File: src/rtl/instr_encoder_if.sv
// Command/instruction bundle between host, encoder and consumer.
// master = encoder side, slave = host/consumer side.
interface instr_encoder_if #(
    parameter int AW = 2
);
    logic          cmd_valid;
    logic          cmd_ready;
    logic [3:0]    cmd_op;
    logic [1:0]    cmd_id;
    logic [2:0]    cmd_row;
    logic [2:0]    cmd_col;
    logic [7:0]    cmd_d0;
    logic [7:0]    cmd_d1;
    logic [7:0]    cmd_scalar;
    logic          instr_valid;
    logic          instr_ready;
    logic [31:0]   instr;
    logic [AW:0]   fifo_count;
    logic          cmd_err;
    logic [15:0]   issued_cnt;

    modport master (
        input  cmd_valid, cmd_op, cmd_id, cmd_row, cmd_col,
        input  cmd_d0, cmd_d1, cmd_scalar, instr_ready,
        output cmd_ready, instr_valid, instr, fifo_count,
        output cmd_err, issued_cnt
    );

    modport slave (
        output cmd_valid, cmd_op, cmd_id, cmd_row, cmd_col,
        output cmd_d0, cmd_d1, cmd_scalar, instr_ready,
        input  cmd_ready, instr_valid, instr, fifo_count,
        input  cmd_err, issued_cnt
    );
endinterface

File: src/rtl/instr_encoder.sv
// Packs coprocessor commands into 32-bit words and queues them
// in a small FIFO for issue over a valid/ready channel.
module instr_encoder #(
    parameter int DEPTH = 4,
    parameter int AW    = 2
) (
    input  logic           clk,
    input  logic           reset,
    instr_encoder_if.master bus
);
    logic [31:0]   mem_q [DEPTH];
    logic [AW-1:0] wr_ptr_q, wr_ptr_d;
    logic [AW-1:0] rd_ptr_q, rd_ptr_d;
    logic [AW:0]   count_q, count_d;
    logic          err_q, err_d;
    logic [15:0]   issued_q, issued_d;
    logic [31:0]   word_d;
    logic          legal;
    logic          accept;
    logic          push;
    logic          pop;

    // Field packing; scalar ops use a compact layout, others carry row/col/data
    always_comb begin
        word_d = '0;
        word_d[3:0] = bus.cmd_op;
        if (bus.cmd_op[3]) begin
            word_d[11:4] = bus.cmd_scalar;
        end else begin
            word_d[6:4]   = bus.cmd_col;
            word_d[9:7]   = bus.cmd_row;
            word_d[11:10] = bus.cmd_id;
            word_d[19:12] = bus.cmd_d0;
            word_d[27:20] = bus.cmd_d1;
        end
    end

    assign legal = bus.cmd_op[3] |
                   ((bus.cmd_row <= 3'd4) & (bus.cmd_col <= 3'd4));

    assign bus.cmd_ready   = (count_q != (AW+1)'(DEPTH));
    assign bus.instr_valid = (count_q != '0);
    assign bus.instr       = bus.instr_valid ? mem_q[rd_ptr_q] : '0;
    assign bus.fifo_count  = count_q;
    assign bus.cmd_err     = err_q;
    assign bus.issued_cnt  = issued_q;

    assign accept = bus.cmd_valid & bus.cmd_ready;
    assign push   = accept & legal;
    assign pop    = bus.instr_valid & bus.instr_ready;

    // Next-state for pointers, occupancy, error pulse and issue counter
    always_comb begin
        wr_ptr_d = wr_ptr_q;
        rd_ptr_d = rd_ptr_q;
        count_d  = count_q;
        issued_d = issued_q;
        err_d    = accept & ~legal;
        if (push) wr_ptr_d = wr_ptr_q + AW'(1);
        if (pop) begin
            rd_ptr_d = rd_ptr_q + AW'(1);
            issued_d = issued_q + 16'd1;
        end
        unique case ({push, pop})
            2'b10:   count_d = count_q + (AW+1)'(1);
            2'b01:   count_d = count_q - (AW+1)'(1);
            default: count_d = count_q;
        endcase
    end

    // Control state registers with synchronous reset
    always_ff @(posedge clk) begin
        if (reset) begin
            wr_ptr_q <= '0;
            rd_ptr_q <= '0;
            count_q  <= '0;
            err_q    <= 1'b0;
            issued_q <= '0;
        end else begin
            wr_ptr_q <= wr_ptr_d;
            rd_ptr_q <= rd_ptr_d;
            count_q  <= count_d;
            err_q    <= err_d;
            issued_q <= issued_d;
        end
    end

    // Storage; stale entries are harmless since pointers gate visibility
    always_ff @(posedge clk) begin
        if (push && !reset) mem_q[wr_ptr_q] <= word_d;
    end
endmodule

File: src/flat_wrapper.sv
// flat-port wrapper written by rule: the top's interface ports become plain ports
module instr_encoder_flat 
#(
    parameter int DEPTH = 4,
    parameter int AW    = 2
)
  (clk, reset, bus_cmd_valid, bus_cmd_op, bus_cmd_id, bus_cmd_row, bus_cmd_col, bus_cmd_d0, bus_cmd_d1, bus_cmd_scalar, bus_instr_ready, bus_cmd_ready, bus_instr_valid, bus_instr, bus_fifo_count, bus_cmd_err, bus_issued_cnt);
  instr_encoder_if #(.AW(AW)) bus_i ();
  input  logic clk;
  input  logic reset;
  input wire logic [$bits(bus_i.cmd_valid)-1:0] bus_cmd_valid;
  input wire logic [$bits(bus_i.cmd_op)-1:0] bus_cmd_op;
  input wire logic [$bits(bus_i.cmd_id)-1:0] bus_cmd_id;
  input wire logic [$bits(bus_i.cmd_row)-1:0] bus_cmd_row;
  input wire logic [$bits(bus_i.cmd_col)-1:0] bus_cmd_col;
  input wire logic [$bits(bus_i.cmd_d0)-1:0] bus_cmd_d0;
  input wire logic [$bits(bus_i.cmd_d1)-1:0] bus_cmd_d1;
  input wire logic [$bits(bus_i.cmd_scalar)-1:0] bus_cmd_scalar;
  input wire logic [$bits(bus_i.instr_ready)-1:0] bus_instr_ready;
  output wire logic [$bits(bus_i.cmd_ready)-1:0] bus_cmd_ready;
  output wire logic [$bits(bus_i.instr_valid)-1:0] bus_instr_valid;
  output wire logic [$bits(bus_i.instr)-1:0] bus_instr;
  output wire logic [$bits(bus_i.fifo_count)-1:0] bus_fifo_count;
  output wire logic [$bits(bus_i.cmd_err)-1:0] bus_cmd_err;
  output wire logic [$bits(bus_i.issued_cnt)-1:0] bus_issued_cnt;
  assign bus_i.cmd_valid = bus_cmd_valid;
  assign bus_i.cmd_op = bus_cmd_op;
  assign bus_i.cmd_id = bus_cmd_id;
  assign bus_i.cmd_row = bus_cmd_row;
  assign bus_i.cmd_col = bus_cmd_col;
  assign bus_i.cmd_d0 = bus_cmd_d0;
  assign bus_i.cmd_d1 = bus_cmd_d1;
  assign bus_i.cmd_scalar = bus_cmd_scalar;
  assign bus_i.instr_ready = bus_instr_ready;
  assign bus_cmd_ready = bus_i.cmd_ready;
  assign bus_instr_valid = bus_i.instr_valid;
  assign bus_instr = bus_i.instr;
  assign bus_fifo_count = bus_i.fifo_count;
  assign bus_cmd_err = bus_i.cmd_err;
  assign bus_issued_cnt = bus_i.issued_cnt;
  instr_encoder #(.DEPTH(DEPTH), .AW(AW)) u_core (.clk(clk), .reset(reset), .bus(bus_i));
endmodule
File: config.mk
export PLATFORM = sky130hd
export DESIGN_NAME = instr_encoder_flat
export DESIGN_NICKNAME = d
export VERILOG_FILES = /design/src/rtl/instr_encoder_if.sv /design/src/rtl/instr_encoder.sv /design/src/flat_wrapper.sv
export SDC_FILE = /design/constraint.sdc
export NUM_CORES = 1
export LEC_CHECK = 0
export BUFFER_PORTS_ARGS = -buffer_cell sky130_fd_sc_hd__buf_2
export CAP_MARGIN = 20
export CORE_AREA = 5 5 102 128
export DETAILED_ROUTE_END_ITERATION = 7
export DIE_AREA = 0 0 107 133
export MAX_ROUTING_LAYER = met4
export PLACE_DENSITY = 0.71
export SYNTH_ARGS = -nofsm -noshare
export SYNTH_HDL_FRONTEND = slang
export SYNTH_SLANG_ARGS = --single-unit
File: constraint.sdc
create_clock -name clk -period 3.5 [get_ports clk]
set_input_delay 0.875 -clock clk [delete_from_list [all_inputs] [get_ports clk]]
set_output_delay 0.875 -clock clk [all_outputs]
set_load 0.01 [all_outputs]
; Word level (Yosys, flattened, before mapping)
; Memory sizes are Yosys's and may differ from the RTL's. A register that Yosys moved wholly into a read port is not among the register bits.
; Index checks and enable logic that the tools add are counted.
[word_totals]
register_bits = 24
ram_bits = 112
input_bits = 40
out_inout_bits = 54
word_cells = 35
n_memories = 1
[op_classes]
n_addsub = 5
order_cmp = 2
eq_ne = 3
n_mux = 8
n_bitwise = 7
n_reduce_logical = 4
[memory_table]
columns = memory, depth, word_bits, rd, rd_ports_with_merged_regs, wr, line
row1 = u_core.mem_q, 4, 28, 1, 1, 1, instr_encoder.sv:11  ; logic [31:0] mem_q [DEPTH];
[op_table]
columns = cell, n
row1 = 32-bit two-way mux, 1
row2 = 16-bit by 1-bit adder with 16-bit output (second input constant), 1
row3 = 16-bit two-way mux, 1
row4 = 8-bit two-way mux, 1
row5 = 3-bit <= comparator (second input constant), 2
row6 = 3-bit one-hot mux with 2 select lines, 1
row7 = 1-bit bitwise AND, 5
row8 = 2-bit by 1-bit adder with 2-bit output (second input constant), 2
row9 = 2-bit two-way mux, 2
row10 = 3-bit by 1-bit adder with 3-bit output (second input constant), 1
row11 = 3-bit != test (second input constant), 1
row12 = 3-bit nonzero test, 1
row13 = 3-bit by 1-bit subtractor with 3-bit output (second input constant), 1
row14 = 2-bit by 1-bit == test with 1-bit output (second input constant), 1
row15 = 2-bit == test (second input constant), 1
row16 = 1-bit two-way mux, 2
row17 = 2-bit nonzero test, 1
row18 = 1-bit logical AND, 1
row19 = 1-bit zero test, 1
row20 = 1-bit inverter, 1
row21 = 1-bit OR, 1

; Longest topological paths before layout
; Gate-level depths: netlist (run 1).
[logic_depth]
ltp_word = 7
depth_mapped = 10
mapped_depth_nobuf = 9

; Worst setup path before layout (run 1)
; OpenSTA, ideal clock, no wires.
[synth_timing]
kind = input-to-reg
start = in bus_cmd_op[3]
end = reg u_core.count_q[2], in the netlist u_core.bus.fifo_count[2]
setup_ns = 0.070
arrival_time_ns = 2.787
required_time_ns = 3.430
slack_ns = 0.644
cell_stages = 10
n_path_buf = 1
cell_sequence = clkbuf_1 > nand2b_1 > o22ai_1 > or2_2 > ha_1 > inv_1 > fa_1 > xor2_1 > or3_1 > a21oi_1
[synth_via]
elab_chain_cells = 4
elab_cells_between_ends = 6
classes_between = 2 x eq/ne / 1 x mux / 2 x bitwise / 1 x reduce/logical
[synth_lines]
columns = element, line
row1 = from (decl), flat_wrapper.sv:12  ; input wire logic [$bits(bus_i.cmd_op)-1:0] bus_cmd_op;
row2 = 1-bit OR (*), instr_encoder.sv:38  ; assign legal = bus.cmd_op[3] |
row3 = 1-bit bitwise AND (*), instr_encoder.sv:49  ; assign push = accept & legal;
row4 = 2-bit by 1-bit == test with 1-bit output or 2-bit == test (tied branches), instr_encoder.sv:64  ; unique case ({push, pop})
row5 = 3-bit one-hot mux with 2 select lines or 2-bit nonzero test (tied branches), n/a
row6 = to (signal assigned), instr_encoder.sv:82  ; count_q <= count_d;
row7 = to (decl), instr_encoder.sv:14  ; logic [AW:0] count_q, count_d;
; Mark *: on every way between the ends. The rest lies on a longest branch, timed or not.
; A chain may end at the register's enable or synchronous reset.

==> flow_summary.yaml, run 1 <==
grt:
  grt_max_degree: 30
  grt_pass1_wl_um: 17400
  grt.met1_usage_pct: 19.5
  met3_usage_pct: 5.32
  gr-max-usage-layer: "met2"
  grt_pass1_vias: 3406
  antenna_found_initial: 2
  grt_usage_pct: 16.7
  grt.overflow.total: 0
  met2_usage_pct: 27.5
power_and_ir_drop:
  power_frac_clock_pct: 36.1
  ir_drop_uv: 334
  p_int_w: 0.00341
  power.leakage_nw: 2.49
  power.density_mw_per_mm2: 684
  power_frac_comb_pct: 23.3
  swShare_pct: 27.8
  switching_power_w: 0.00131
  pwr-share-seq_pct: 40.5
cells_and_area:
  drive_above_1_share_pct: 37.5
  fin_nets: 503
  area_growth_pct: 21.2
  final_area_mm2: 0.00691
  layout_commonest_cell: "edfxtp_1"
  layout_common_cells: "edfxtp_1, buf_2, nor2b_1"
worst_setup_path:
  critPathTopFamily: "multiplexers"
  crit_buf_inv: 2
  worst_path_max_delay_cell: "mux4_2"
  cp.arrival_ps: 1870
  crit_chain: "buf_4, mux4_2, nor2b_1, buf_2"
  rr_worst_depth: 9
  path_depth: 4
  critPathMaxStageDelay_ps: 540
  worstPathMaxFanout: 13
  worst_ep_required_time_ps: 2620
  setup.worst_path.start_class: "flop"
  end_kind: "primary output"
  criticalPathCategory: "reg -> out"
routing:
  wl_um: 10900
  drt_iter0_markers: 195
  wl_per_cell_um: 17.9
  routed_via_density: 5.32
  dr.pass1.iters: 4
  postRouteAntennaNets: 0
  drcViolationCount: 0
  via_count: 3254
placement:
  gp_congestion: 0.802
  dp_hpwl_um: 7110
  placed_area_mm2: 0.00632
  io_buffers: 89
status:
  outcome: "finished, final reports clean"
synthesis:
  ys_seq_elements: 138
  seq_area_frac_synth_pct: 68.1
  syn_area_mm2: 0.00570
  synth_area_per_cell_um2: 16.1
  ys_warn_count: 0
  synthCells: 355
  synth.distinct_cells: 36
floorplan:
  dieArea_mm2: 0.0142
  start_util_pct: 48.2
  core_area_mm2: 0.0118
  io_pins: 94
  rows: 45
  die_w_um: 107
  die_y_um: 133
timing:
  setup_tns_ps: 0
  finalSetupViolCount: 0
  slew_violations: 0
  period_needed_ps: 2750
  hold_viol: 0
  grt_setup_unrepaired: "false"
  slew_headroom_pct: 58.8
  tightest_slew_ps: 612
  final.setup_skew_ps: 10.7
  post-route-period-util_pct: 78.5
  fmax_ghz: 0.364
clock_tree:
  cts_sinks: 138
  clock_latency_ps: 400
  cts_max_level: 4
  root_buffer: "clkbuf_16"
  numCtsBuffers: 17
  cts_tree: "done"
  cts_setup_buffers: 0
  cts_buffer_depth: 2
  path_clk_slew_ps: 60
  ctsHoldBuffers: 0
  ctsResizeCount: 0
worst_hold_path:
  hp-class: "reg -> reg"
  min_delay_path_depth: 2
job:
  drv_cap: 0
==> cells by family (layout without fill, tap and decap cells) <==
logic type	Yosys count	in the layout	share of synthesized area [%]
DFF	138	138	68.1
and+or+nand+nor	114	114	10.9
muxes	37	37	12.8
buffers and inverters	30	141	2.59
AOI/OAI and AO/OA	14	14	1.62
xor gates and xnor gates	14	14	2.15
adders and majority gates	7	7	1.67
other	1	6	0.0658
==> through the flow <==
stage	cells	util [%]	hold WS, ps	setup WS [ps]	total power (W)
6_report	612	58.4	500	752	0.00473
4_1_cts	610	58.4	486	699	0.00479
2_1_floorplan	358	-	484	644	0.00266
3_5_place_dp	578	53.5	472	470	0.00307
3_3_place_gp	578	53.5	472	548	0.00305
5_1_grt	612	58.4	525	630	0.00497
==> worst min-delay path, delay by kind of cell (launching register included) <==
kind,cells,cell delay [ps]
flops,1,320
compound gates,2,130
==> power groups by stage <==
stage	clock (W)	combinational (W)	sequential, W
6_report	0.00171	0.00110	0.00192
5_1_grt	0.00183	0.00121	0.00192
4_1_cts	0.00174	0.00113	0.00192
3_5_place_dp	0	0.00113	0.00195
3_3_place_gp	0	0.00111	0.00194
2_1_floorplan	0	0.000721	0.00194
==> synth_stat cells <==
master | count | share of area (%)
a21oi_1 | 7 | 0.61
and2_1 | 4 | 0.44
and3_1 | 1 | 0.11
buf_2 | 4 | 0.35
buf_4 | 4 | 0.53
buf_6 | 2 | 0.40
clkbuf_1 | 10 | 0.66
clkinv_1 | 1 | 0.066
conb_1 | 1 | 0.066
dfxtp_1 | 26 | 9.1
edfxtp_1 | 112 | 59
fa_1 | 1 | 0.35
ha_1 | 6 | 1.3
inv_1 | 9 | 0.59
mux2_2 | 9 | 1.8
mux4_2 | 28 | 11
nand2_1 | 12 | 0.79
nand2b_1 | 2 | 0.22
nand3_1 | 7 | 0.61
nand4_1 | 2 | 0.22
nor2_1 | 21 | 1.4
nor2b_1 | 47 | 5.2
nor3_1 | 5 | 0.44
nor3b_1 | 1 | 0.13
nor4_1 | 3 | 0.33
o21ai_0 | 3 | 0.26
o22ai_1 | 1 | 0.11
o31ai_1 | 2 | 0.26
o31ai_4 | 1 | 0.37
or2_0 | 1 | 0.11
or2_2 | 2 | 0.22
or3_1 | 3 | 0.33
or3b_2 | 1 | 0.15
or4_1 | 2 | 0.26
xnor2_1 | 8 | 1.2
xor2_1 | 6 | 0.92
==> sequential cells by signal (all words and copies together) (netlist names), named ones only <==
| name | count |
|---|---|
| u_core.bus.cmd_err | 1 |
| u_core.bus.fifo_count | 3 |
| u_core.bus.issued_cnt | 16 |
| u_core.mem_q | 112 |
| u_core.rd_ptr_q | 2 |
| u_core.wr_ptr_q | 2 |
==> routing by layer <==
layer  vias up  part of all wire (%)
met4         0                  0.80
met2       103                    52
met3         9                   7.7
met5         -                     0
met1      1625                    39
li1       1517                     -
==> path summary, 6_finish.rpt <==
kind | from | to | slack [ps]
max | flop | bus_instr[6] | 750
min | u_core.bus.issued_cnt[15] | u_core.bus.issued_cnt[15] | 500
max reg2reg | u_core.bus.fifo_count[2] | u_core.bus.fifo_count[2] | 880
min reg2reg | u_core.bus.issued_cnt[15] | u_core.bus.issued_cnt[15] | 500
==> cell type report <==
class | instances | area [um^2]
multi-input combinational | 190 | 1690
fill | 916 | 4920
sequential | 138 | 3880
tap | 141 | 176
antenna | 2 | 5.00
clock inverter | 13 | 146
inverter | 10 | 37.5
clock buffer | 19 | 433
timing repair buffer | 99 | 533
Power figures use the tool's default switching activity.
==> run 2, diff against run 1 <==
ABC_AREA = 1   (was not set)
CORE_AREA = 5 5 105 131   (was 5 5 102 128)
DIE_AREA = 0 0 110 136   (was 0 0 107 133)
clock period = 2.58 ns   (was 3.5 ns; I/O delays follow)
==> run 2 against run 1 <==
Against the previous run: non-clock buffer count increased by 3; via count is 38% higher; critical path depth up 1; global-route usage up 2.8 points; final area increased by 5.5%; clock skew down 5.8 ps; synthesized area rose by 6.0%.
==> flow_summary.yaml, run 2 <==
grt:
  antenna_found_initial: 0
  grt.overflow.total: 0
  grt_pass1_wl_um: 21800
  grt_pass1_vias: 4528
  grt_usage_pct: 19.5
  grt_max_degree: 35
timing:
  slew_violations: 0
  final.setup_skew_ps: 4.86
  grt_setup_unrepaired: "false"
  post-route-period-util_pct: 93.0
  hold_viol: 0
  fmax_ghz: 0.417
  whs_ps: 457
  period_needed_ps: 2400
  slew_headroom_pct: 61.8
  tightest_slew_ps: 573
  finalSetupViolCount: 0
  setup_tns_ps: 0
worst_setup_path:
  crit_chain: "inv_2, buf_4, o21ai_0, a21oi_1, buf_2"
  worstPathMaxFanout: 20
  worst_path_max_delay_cell: "dfxtp_2"
  rr_worst_depth: 11
  critPathMaxStageDelay_ps: 330
  setup.worst_path.start_class: "flop"
  cp.arrival_ps: 1750
  r2r_start: "u_core.bus.fifo_count[0]"
  end_kind: "primary output"
  worst_ep_required_time_ps: 1930
  criticalPathCategory: "reg -> out"
routing:
  postRouteAntennaNets: 0
  routed_via_density: 5.09
  drcViolationCount: 0
  drt_iter0_markers: 279
  wl_um: 13600
  wl_per_cell_um: 15.5
  dr.pass1.iters: 5
  via_count: 4477
clock_tree:
  cts_setup_buffers: 0
  cts_max_level: 4
  root_buffer: "clkbuf_16"
  cts_tree: "done"
  cts_sinks: 138
  clock_latency_ps: 410
  numCtsBuffers: 17
  cts_buffer_depth: 2
  path_clk_slew_ps: 60
floorplan:
  die_w_um: 110
  dieArea_mm2: 0.0150
  core_area_mm2: 0.0125
  start_util_pct: 48.4
  io_pins: 94
  rows: 46
  die_y_um: 136
power_and_ir_drop:
  p_int_w: 0.00462
  power_frac_comb_pct: 26.8
  ir_drop_uv: 569
  power.density_mw_per_mm2: 933
  pwr-share-seq_pct: 38.2
  power_frac_clock_pct: 35.0
  power.leakage_nw: 2.90
  total_power_w: 0.00680
  switching_power_w: 0.00218
  swShare_pct: 32.0
cells_and_area:
  top_register: "u_core.mem_q"
  area_growth_pct: 20.5
  n_antenna_cell: 0
  layout_commonest_cell: "nor2_1"
  drive_above_1_share_pct: 22.2
  fin_nets: 746
  layout_common_cells: "nor2_1, edfxtp_1, buf_2"
  largest_reg_flops: 112
synthesis:
  synth_edf_count: 112
  synth_top_area_share_pct: 55.7
  seq_area_frac_synth_pct: 64.3
  synth.distinct_cells: 31
  ys_seq_elements: 138
  synth_common_cells: "nor2_1, edfxtp_1, o21ai_0"
  ys_warn_count: 0
  syn_area_mm2: 0.00604
  synth_area_per_cell_um2: 9.98
  synth.most_common_cell: "nor2_1"
  yosysTopAreaCell: "edfxtp_1"
  ys_top_cells_by_area: "edfxtp_1, nor2_1, dfxtp_1, o21ai_0, nand2_1"
  ys.flop_type: "edfxtp_1"
  async_reset_ff_share_pct: 0
  synthCells: 605
placement:
  gp_congestion: 0.888
  io_buffers: 89
  dp_hpwl_um: 8560
worst_hold_path:
  hold_start: "bus_cmd_op[1]"
  min_delay_path_depth: 1
  hp-class: "in -> reg"
status:
  outcome: "finished, final reports clean"
job:
  drv_cap: 0
## run 2: cell count changes after synthesis, moves of 31 or more
cell / change
a21oi_1: +31
nand2_1: +50
o21ai_0: +61
inv_1: +39
nor2_1: +143
nor2b_1: -47
## run 2: area by class of cell
class	instances	area (um^2)
fillers	1064	5210
flip-flops and latches	138	3880
multi-input cells	387	1800
repair buffers	102	593
clock buffers	17	425
well taps	168	210
inverters	53	209
clock inverters	14	156
## run 2: power by group through the flow
stage | combinational [W] | clock [W] | sequential (W)
6_report | 0.00182 | 0.00238 | 0.00260
5_1_grt | 0.00205 | 0.00252 | 0.00261
4_1_cts | 0.00183 | 0.00241 | 0.00260
3_5_place_dp | 0.00181 | 0 | 0.00264
3_3_place_gp | 0.00178 | 0 | 0.00264
2_1_floorplan | 0.00116 | 0 | 0.00265
## run 2: worst max-delay path, delay by kind of cell, from the launching register on
| kind | cells | cell delay (ps) |
|---|---|---|
| compound gates | 2 | 350 |
| buf+inv | 3 | 670 |
| flops | 1 | 330 |
## run 2: cell families after synthesis
family | synth area share [%]
adders and majority gates | 1.57
AOI/OAI and AO/OA | 9.20
and+or+nand+nor | 18.4
other | 0.0621
xor gates and xnor gates | 0.145
buffers and inverters | 6.38
DFF | 64.3
## run 2: final timing paths
path	end	slack, ps
worst max-delay path	bus_instr[11]	180
worst min-delay path	u_core.mem_q[2][1]	460
worst max register to register	u_core.bus.fifo_count[2]	490
worst min register to register	u_core.rd_ptr_q[1]	470
## run 2: repair_timing
action	4_1_cts	5_1_grt
resized for setup	0	2
hold buffers	0	0
endpoints found under the setup margin	0	27
## run 2: per-layer routing
layer | GRT usage [%] | wire length, um | share of wire, % | vias to the layer above
met5 | - | 0 | 0 | -
met4 | 6.93 | 273 | 2.0 | 0
met3 | 4.66 | 845 | 6.2 | 28
met2 | 32.9 | 7040 | 52 | 163
met1 | 22.5 | 5430 | 40 | 2100
li1 | - | - | - | 2186
## run 2: metrics by stage
stage | instances | cell area (um^2) | utilization (%) | worst slack [ps]
floorplan | 608 | 6050 | - | 134
global placement | 848 | 6700 | 53.6 | 108
detailed placement | 848 | 6700 | 53.6 | 84.3
CTS | 879 | 7280 | 58.3 | 25.3
global route | 879 | 7280 | 58.3 | 32.9
finish | 879 | 7280 | 58.3 | 181
